[config.mk]
export PLATFORM = sky130hd
export DESIGN_NAME = axi4_lite_read_slave_pipelined
export DESIGN_NICKNAME = d
export VERILOG_FILES = /design/src/rtl/axi4_lite_pkg.sv /design/src/rtl/sync_fifo.sv /design/src/rtl/axi4_lite_read_slave_pipelined.sv
export SDC_FILE = /design/constraint.sdc
export NUM_CORES = 1
export LEC_CHECK = 0
export CAP_MARGIN = 10
export CORE_MARGIN = 8
export CORE_UTILIZATION = 31
export CTS_BUF_LIST = sky130_fd_sc_hd__clkbuf_4 sky130_fd_sc_hd__clkbuf_8
export DETAILED_ROUTE_END_ITERATION = 12
export GPL_TIMING_DRIVEN = 0
export PLACE_DENSITY_LB_ADDON = 0.1
export SLEW_MARGIN = 20
export SYNTH_ARGS = -nofsm -noshare
export SYNTH_HDL_FRONTEND = slang
export SYNTH_SLANG_ARGS = --single-unit
[constraint.sdc]
create_clock -name clk -period 2.5 [get_ports clk]
set_input_delay 0.25 -clock clk [delete_from_list [all_inputs] [get_ports clk]]
set_output_delay 0.25 -clock clk [all_outputs]
set_load 0.05 [all_outputs]
[src/rtl/axi4_lite_pkg.sv]
// Shared AXI4-lite read-side definitions.
//   resp_t          : RRESP encoding
//   AXI_RESP_*      : raw RRESP codes
//   addr_in_range() : window decode helper, evaluated at 64 bits so base+span cannot wrap
package axi4_lite_pkg;

    localparam logic [1:0] AXI_RESP_OKAY   = 2'b00;
    localparam logic [1:0] AXI_RESP_EXOKAY = 2'b01;
    localparam logic [1:0] AXI_RESP_SLVERR = 2'b10;
    localparam logic [1:0] AXI_RESP_DECERR = 2'b11;

    typedef enum logic [1:0] {
        RESP_OKAY   = AXI_RESP_OKAY,
        RESP_EXOKAY = AXI_RESP_EXOKAY,
        RESP_SLVERR = AXI_RESP_SLVERR,
        RESP_DECERR = AXI_RESP_DECERR
    } resp_t;

    // True when base <= addr < base + span.
    function automatic logic addr_in_range(input logic [63:0] addr,
                                           input logic [63:0] base,
                                           input logic [63:0] span);
        return (addr >= base) && ((addr - base) < span);
    endfunction

endpackage

[src/rtl/sync_fifo.sv]
// Synchronous FIFO with a combinational head (show-ahead) output.
//   clk, rst        : clock, asynchronous active-high reset
//   push, push_data : write port; ignored while full
//   pop             : remove head; ignored while empty
//   head            : current head entry
//   full, empty     : occupancy flags
// DEPTH must be a power of 2 so the pointers wrap naturally.
module sync_fifo #(
    parameter int unsigned WIDTH = 8,
    parameter int unsigned DEPTH = 4
) (
    input  logic             clk,
    input  logic             rst,
    input  logic             push,
    input  logic [WIDTH-1:0] push_data,
    input  logic             pop,
    output logic [WIDTH-1:0] head,
    output logic             full,
    output logic             empty
);

    localparam int unsigned PTR_W = (DEPTH > 1) ? $clog2(DEPTH) : 1;
    localparam int unsigned CNT_W = PTR_W + 1;

    logic [WIDTH-1:0] mem [DEPTH];
    logic [PTR_W-1:0] wr_ptr_q;
    logic [PTR_W-1:0] rd_ptr_q;
    logic [CNT_W-1:0] count_q;
    logic             do_push;
    logic             do_pop;

    assign do_push = push && !full;
    assign do_pop  = pop && !empty;

    // Pointer and occupancy state.
    always_ff @(posedge clk or posedge rst) begin
        if (rst) begin
            wr_ptr_q <= '0;
            rd_ptr_q <= '0;
            count_q  <= '0;
        end else begin
            if (do_push) wr_ptr_q <= wr_ptr_q + PTR_W'(1);
            if (do_pop)  rd_ptr_q <= rd_ptr_q + PTR_W'(1);
            case ({do_push, do_pop})
                2'b10:   count_q <= count_q + CNT_W'(1);
                2'b01:   count_q <= count_q - CNT_W'(1);
                default: ;
            endcase
        end
    end

    // Storage; contents are don't-care while the FIFO is empty.
    always_ff @(posedge clk) begin
        if (do_push) mem[wr_ptr_q] <= push_data;
    end

    assign head  = mem[rd_ptr_q];
    assign full  = (count_q == CNT_W'(DEPTH));
    assign empty = (count_q == '0);

endmodule

[src/rtl/axi4_lite_read_slave_pipelined.sv]
// Pipelined AXI4-lite read slave with up to MAX_OUTSTANDING accepted reads.
//   clk, rst              : clock, asynchronous active-high reset
//   S_AXI_AR*             : read address channel
//   S_AXI_R*              : read data channel (in order, OKAY/SLVERR/DECERR)
//   req_valid/ready/addr  : backend request port, word-aligned address
//   rsp_valid/data/err    : backend response, in request order, no backpressure
//   busy                  : at least one read accepted but not yet answered
// In-window reads go to the backend; out-of-window reads are answered with
// DECERR once every earlier backend request has returned, keeping R in order.
module axi4_lite_read_slave_pipelined
    import axi4_lite_pkg::*;
#(
    parameter int unsigned           ADDR_WIDTH      = 32,
    parameter int unsigned           DATA_WIDTH      = 32,
    parameter int unsigned           MAX_OUTSTANDING = 4,
    parameter logic [ADDR_WIDTH-1:0] BASE_ADDR       = ADDR_WIDTH'(32'h0000_0000),
    parameter logic [ADDR_WIDTH-1:0] ADDR_SPAN       = ADDR_WIDTH'(32'h0001_0000)
) (
    input  logic                  clk,
    input  logic                  rst,
    input  logic [ADDR_WIDTH-1:0] S_AXI_ARADDR,
    input  logic                  S_AXI_ARVALID,
    output logic                  S_AXI_ARREADY,
    output logic [DATA_WIDTH-1:0] S_AXI_RDATA,
    output logic [1:0]            S_AXI_RRESP,
    output logic                  S_AXI_RVALID,
    input  logic                  S_AXI_RREADY,
    output logic                  req_valid,
    input  logic                  req_ready,
    output logic [ADDR_WIDTH-1:0] req_addr,
    input  logic                  rsp_valid,
    input  logic [DATA_WIDTH-1:0] rsp_data,
    input  logic                  rsp_err,
    output logic                  busy
);

    localparam int unsigned CNT_W = $clog2(MAX_OUTSTANDING) + 1;
    localparam int unsigned LSB_W = $clog2(DATA_WIDTH / 8);

    typedef struct packed {
        logic [ADDR_WIDTH-1:0] addr;
        logic                  decerr;
    } ar_entry_t;

    typedef struct packed {
        logic [DATA_WIDTH-1:0] data;
        resp_t                 resp;
    } r_entry_t;

    localparam int unsigned AR_W = $bits(ar_entry_t);
    localparam int unsigned R_W  = $bits(r_entry_t);

    logic [CNT_W-1:0] outstanding_q, outstanding_d;
    logic [CNT_W-1:0] inflight_q, inflight_d;
    logic             arready_q;
    logic             busy_q;

    ar_entry_t ar_push_data, ar_head;
    r_entry_t  r_push_data, r_head;
    logic      ar_full, ar_empty, ar_pop;
    logic      r_full, r_empty, r_push;
    logic      ar_hs, r_hs, req_hs, decerr_pop, rsp_accept;

    assign ar_hs = S_AXI_ARVALID && arready_q;
    assign r_hs  = S_AXI_RVALID && S_AXI_RREADY;

    // Address FIFO entry: aligned address plus window decode result.
    always_comb begin
        ar_push_data        = '0;
        ar_push_data.addr   = {S_AXI_ARADDR[ADDR_WIDTH-1:LSB_W], {LSB_W{1'b0}}};
        ar_push_data.decerr = !addr_in_range(64'(S_AXI_ARADDR), 64'(BASE_ADDR), 64'(ADDR_SPAN));
    end

    sync_fifo #(.WIDTH(AR_W), .DEPTH(MAX_OUTSTANDING)) u_ar_fifo (
        .clk       (clk),
        .rst       (rst),
        .push      (ar_hs && !ar_full),
        .push_data (ar_push_data),
        .pop       (ar_pop),
        .head      (ar_head),
        .full      (ar_full),
        .empty     (ar_empty)
    );

    // Issue stage. A DECERR head waits for the backend to drain so its
    // response cannot overtake older in-flight reads.
    assign req_valid  = !ar_empty && !ar_head.decerr;
    assign req_addr   = req_valid ? ar_head.addr : '0;
    assign req_hs     = req_valid && req_ready;
    assign decerr_pop = !ar_empty && ar_head.decerr && (inflight_q == '0);
    assign ar_pop     = req_hs || decerr_pop;

    // Responses arriving with nothing in flight (e.g. across a reset) are dropped.
    assign rsp_accept = rsp_valid && (inflight_q != '0);
    assign r_push     = rsp_accept || decerr_pop;

    // Response FIFO entry; backend and DECERR pushes are mutually exclusive.
    always_comb begin
        r_push_data = '0;
        if (decerr_pop) begin
            r_push_data.resp = RESP_DECERR;
        end else begin
            r_push_data.data = rsp_data;
            r_push_data.resp = rsp_err ? RESP_SLVERR : RESP_OKAY;
        end
    end

    sync_fifo #(.WIDTH(R_W), .DEPTH(MAX_OUTSTANDING)) u_r_fifo (
        .clk       (clk),
        .rst       (rst),
        .push      (r_push && !r_full),
        .push_data (r_push_data),
        .pop       (r_hs),
        .head      (r_head),
        .full      (r_full),
        .empty     (r_empty)
    );

    assign S_AXI_RVALID = !r_empty;
    assign S_AXI_RDATA  = r_empty ? '0 : r_head.data;
    assign S_AXI_RRESP  = r_empty ? AXI_RESP_OKAY : r_head.resp;

    // Next-state counters.
    always_comb begin
        outstanding_d = outstanding_q;
        case ({ar_hs, r_hs})
            2'b10:   outstanding_d = outstanding_q + CNT_W'(1);
            2'b01:   outstanding_d = outstanding_q - CNT_W'(1);
            default: ;
        endcase

        inflight_d = inflight_q;
        case ({req_hs, rsp_accept})
            2'b10:   inflight_d = inflight_q + CNT_W'(1);
            2'b01:   inflight_d = inflight_q - CNT_W'(1);
            default: ;
        endcase
    end

    // Counter and flag registers; ARREADY/busy look one cycle ahead of outstanding.
    always_ff @(posedge clk or posedge rst) begin
        if (rst) begin
            outstanding_q <= '0;
            inflight_q    <= '0;
            arready_q     <= 1'b0;
            busy_q        <= 1'b0;
        end else begin
            outstanding_q <= outstanding_d;
            inflight_q    <= inflight_d;
            arready_q     <= (outstanding_d < CNT_W'(MAX_OUTSTANDING));
            busy_q        <= (outstanding_d != '0);
        end
    end

    assign S_AXI_ARREADY = arready_q;
    assign busy          = busy_q;

endmodule

==> metrics.txt <==
# TYPE chip_impl_metric gauge
chip_impl_info{name="outcome",value="finished, violations left"} 1
chip_impl_info{name="violations",value="negative setup slack"} 1
chip_impl_metric{name="setup_viol",unit=""} 12
chip_impl_metric{name="max_freq",unit="GHz"} 0.396
chip_impl_metric{name="multi_input_area",unit="um2"} 2890
chip_impl_info{name="timing.critical_path.to_type",value="primary output"} 1
chip_impl_metric{name="total_leakage_power",unit="nW"} 5.25
chip_impl_metric{name="cts.sink_count",unit=""} 282
chip_impl_metric{name="critical_path.max_stage_delay",unit="ns"} 0.56
chip_impl_metric{name="synthesis.instances",unit=""} 569
chip_impl_metric{name="post-route-drc-count",unit=""} 0
chip_impl_metric{name="globalRouteTotalUtil",unit="%"} 12.4
chip_impl_info{name="cts-root-buf",value="clkbuf_8"} 1
chip_impl_info{name="critical_path.startpoint",value="u_ar_fifo.rd_ptr_q[0]$_DFFE_PP0P_"} 1
chip_impl_metric{name="grt_pass1_vias",unit=""} 6767
chip_impl_metric{name="core_region_area",unit="um2"} 36300
chip_impl_metric{name="synthToLayoutAreaGrowth",unit="%"} 31.7
chip_impl_metric{name="grt_util_met2",unit="%"} 22.1
chip_impl_metric{name="design_power_total",unit="mW"} 21.6
chip_impl_metric{name="rr_worst_depth",unit=""} 12
chip_impl_info{name="cts_tree",value="done"} 1
chip_impl_metric{name="timing.reg2reg.setup_slack",unit="ns"} -0.01
chip_impl_metric{name="detail_route.wirelength",unit="um"} 26400
chip_impl_metric{name="clockBufferDepth",unit=""} 3
chip_impl_metric{name="final_nets",unit=""} 866
chip_impl_metric{name="grt_antenna_before_repair",unit=""} 0
chip_impl_metric{name="grt_start_max_net_pins",unit=""} 35
chip_impl_metric{name="cts_hold_buf",unit=""} 0
chip_impl_metric{name="crit_fanout",unit=""} 7
chip_impl_metric{name="grt_first_pass_wirelength",unit="um"} 39700
chip_impl_info{name="mostFrequentLayoutCells",value="260 x edfxtp_1, 70 x clkdlybuf4s50_1, 67 x and2_1"} 1
chip_impl_info{name="path_cells",value="mux4_2, nor2b_4, buf_12, clkbuf_16, and2_4, buf_8"} 1
chip_impl_metric{name="max_slew.worst_pin.slew",unit="ns"} 0.878
chip_impl_metric{name="grt_residual_overflow",unit=""} 0
chip_impl_metric{name="grtUsageMet3",unit="%"} 3.96
chip_impl_info{name="min-delay-path-class",value="input port to async pin"} 1
chip_impl_info{name="worst_path_max_delay_cell",value="mux4_2"} 1
chip_impl_metric{name="final-max-slew-violation-count",unit=""} 0
chip_impl_metric{name="yosys_warnings",unit=""} 0
chip_impl_metric{name="avgViaCountPerCell",unit=""} 4.52
chip_impl_metric{name="yosys.area.top_type_share",unit="%"} 69.1
chip_impl_metric{name="setup_ws",unit="ns"} -0.0264
chip_impl_info{name="layout_commonest_cell",value="edfxtp_1"} 1
chip_impl_metric{name="drtPass1Iterations",unit=""} 4
chip_impl_info{name="startpoint_type",value="flop"} 1
chip_impl_metric{name="std_cell_rows",unit=""} 70
chip_impl_metric{name="postSynthAreaPerCell",unit="um2"} 19.9
chip_impl_metric{name="share_of_cells_above_drive_strength_1",unit="%"} 38.4
chip_impl_metric{name="n_fill_cell",unit=""} 3324
chip_impl_metric{name="finalClockSkew",unit="ns"} 0.0215
chip_impl_metric{name="sequential_cell_area",unit="um2"} 8360
chip_impl_metric{name="crit_arrival",unit="ns"} 2.28
chip_impl_metric{name="insertedDiodeCount",unit=""} 0
chip_impl_metric{name="clk_pin_slew",unit="ns"} 0.06
chip_impl_metric{name="synth.lib_cells_used.distinct",unit=""} 31
chip_impl_metric{name="min_period",unit="ns"} 2.53
chip_impl_metric{name="synth_seq_area_share",unit="%"} 73.9
chip_impl_metric{name="insertion_delay",unit="ns"} 0.58
chip_impl_metric{name="power_frac_seq",unit="%"} 31.0
chip_impl_info{name="gr-max-usage-layer",value="met2"} 1
chip_impl_metric{name="power_frac_clock",unit="%"} 18.5
chip_impl_metric{name="detailedRoute.firstIterationViolations",unit=""} 225
chip_impl_info{name="worst_setup_path_endpoint",value="req_addr[21]"} 1
chip_impl_info{name="synth_area_leaders",value="edfxtp_1 69%, mux4_2 13%, and2_1 5.9%, dfrtp_1 4.9%, ha_1 1.3%"} 1
chip_impl_metric{name="grtUsageMet1",unit="%"} 13.6
chip_impl_info{name="reg2reg_to",value="u_r_fifo.count_q[2]$_DFFE_PP0P_"} 1
chip_impl_info{name="cpLargestDelayFamily",value="multiplexers"} 1
chip_impl_metric{name="combPwrFrac",unit="%"} 50.4
chip_impl_metric{name="cts_htree_levels",unit=""} 2
chip_impl_metric{name="crit_buf_inv",unit=""} 3
chip_impl_metric{name="p_sw",unit="mW"} 8.34
chip_impl_info{name="r2r_start",value="u_ar_fifo.rd_ptr_q[0]$_DFFE_PP0P_"} 1
chip_impl_metric{name="ioPinCount",unit=""} 141
chip_impl_metric{name="routed-via-count",unit=""} 5814
chip_impl_metric{name="path_depth",unit=""} 6
chip_impl_metric{name="tcrit_tclk_final",unit="%"} 101
chip_impl_metric{name="fp.dieArea",unit="um2"} 42800
chip_impl_metric{name="relative_slew_margins",unit="%"} 41.4
chip_impl_metric{name="drv_cap",unit=""} 0
chip_impl_metric{name="height_of_the_chip",unit="um"} 207
chip_impl_metric{name="vdd_drop_max",unit="mV"} 0.972
chip_impl_metric{name="initial_core_util",unit="%"} 31.2
chip_impl_info{name="rsz0062_at_grt",value="true"} 1
chip_impl_metric{name="gp_routability_congestion",unit=""} 0.678
chip_impl_info{name="worst-setup-path-type",value="flop to primary output"} 1
chip_impl_metric{name="switching_share",unit="%"} 38.6
chip_impl_metric{name="buffer_ports.inserted",unit=""} 136
chip_impl_metric{name="floorplan.die.width",unit="um"} 207
chip_impl_info{name="synth.largest_area_cell",value="edfxtp_1"} 1
chip_impl_metric{name="p_int",unit="mW"} 13.3
chip_impl_metric{name="timing.critical_path.required",unit="ns"} 2.25
chip_impl_metric{name="yosys_register_bits",unit=""} 282
chip_impl_metric{name="ant_nets",unit=""} 0
chip_impl_metric{name="power.density_cell_area",unit="nW/um2"} 1450
chip_impl_metric{name="dp_hpwl",unit="um"} 16400
chip_impl_metric{name="cts_inserted_buffers",unit=""} 48
chip_impl_metric{name="timing_hold_violations_final",unit=""} 0
chip_impl_metric{name="detail_route.wl_per_cell",unit="um"} 20.5
chip_impl_metric{name="post-place-ws",unit="ns"} -0.716
chip_impl_metric{name="post_synth_instance_area",unit="um2"} 11300
metal layers:
layer | wire [um] | up-vias
met5 | 0 | -
met4 | 659 | 0
met3 | 1650 | 49
met2 | 13900 | 154
met1 | 10200 | 2995
li1 | - | 2616
area by class of cell:
type,instances,area share (%)
inverters,21,0.546
clock buffers,74,5.87
well taps,468,3.93
clock inverters,15,0.454
multi-input cells,240,19.4
flip-flops and latches,282,56.1
plain buffers,24,1.75
repair buffers,162,11.9
cells by family (layout without fill, tap and decap cells):
| kind of cell | Yosys count | after routing | share of synthesized area, % |
|---|---|---|---|
| flops | 282 | 282 | 73.9 |
| other cells | 1 | 2 | 0.0332 |
| compound gates | 4 | 4 | 0.299 |
| xor+xnor | 18 | 18 | 1.39 |
| simple gates | 130 | 130 | 7.05 |
| mux | 70 | 70 | 13.4 |
| fa+ha+maj | 16 | 16 | 2.04 |
| buf+inv | 48 | 296 | 1.82 |
Yosys cell counts:
cell type,number
a2bb2oi_2,1
nor4_1,4
edfxtp_1,260
a21boi_0,1
dfrtp_1,22
or3_1,2
and2_1,106
nor2_1,6
mux2i_1,4
o21ai_0,1
nor3_1,1
inv_1,20
ha_1,12
clkbuf_1,16
nand3_4,1
a31oi_1,1
xor2_1,10
xnor2_1,8
mux2_4,1
buf_6,1
inv_2,1
buf_2,8
conb_1,1
nand4_1,1
nor2b_1,2
buf_4,2
nand2b_1,1
fa_1,4
nand3b_1,1
mux4_2,65
nand2_1,5
flip-flops by register name (all words and copies together), names as in the netlist:
register            flops
u_r_fifo.wr_ptr_q       2
u_r_fifo.count_q        3
busy                    1
u_ar_fifo.count_q       3
u_r_fifo.rd_ptr_q       2
u_r_fifo.mem          136
u_ar_fifo.wr_ptr_q      2
outstanding_q           3
inflight_q              3
S_AXI_ARREADY           1
u_ar_fifo.rd_ptr_q      2
u_ar_fifo.mem         124
how the worst min path moves through the flow:
| stage | end | cells past startpoint | from | slack, ns |
|---|---|---|---|---|
| 6_report | outstanding_q[0]$_DFF_PP0_ | 2 | rst | 0.17 |
| 5_1_grt | outstanding_q[0]$_DFF_PP0_ | 2 | rst | 0.21 |
| 4_1_cts | outstanding_q[0]$_DFF_PP0_ | 2 | rst | 0.16 |
| 3_5_place_dp | inflight_q[2]$_DFFE_PP0P_ | 1 | inflight_q[2]$_DFFE_PP0P_ | 0.48 |
| 3_3_place_gp | inflight_q[2]$_DFFE_PP0P_ | 1 | inflight_q[2]$_DFFE_PP0P_ | 0.46 |
| 2_1_floorplan | S_AXI_ARREADY$_DFF_PP0_ | 1 | rst | 0.24 |
power groups by stage:
stage                     Sequential, mW  Clock [mW]  Combinational (mW)
after CTS                           6.71        4.17                10.7
final                               6.71        4.00                10.9
after floorplan                     6.69           0                6.43
after global placement              6.71           0                9.39
after detailed placement            6.77           0                9.55
after global routing                6.80        4.36                11.6
timing repair:
| item | CTS | global route |
|---|---|---|
| endpoints found under the hold margin | 0 | 0 |
| buffers inserted | 9 | 6 |
| gates resized for setup | 491 | 38 |
| gates cloned | 3 | 4 |
| pin swaps | 2 | 7 |
| setup endpoints to repair | 207 | 100 |
per-stage QoR:
step | cell area (um2) | hold slack [ns] | instances | util (%) | setup TNS (ns)
4_1_cts | 14700 | 0.162 | 1277 | 40.5 | -3.00
3_3_place_gp | 13300 | 0.460 | 1174 | 36.6 | -178.58
5_1_grt | 14900 | 0.213 | 1286 | 41.1 | -3.64
2_1_floorplan | 11300 | 0.239 | 570 | - | 0
6_report | 14900 | 0.167 | 1286 | 41.1 | -0.211
3_5_place_dp | 13300 | 0.480 | 1178 | 36.8 | -86.44
(Power assumes the default switching activity.)
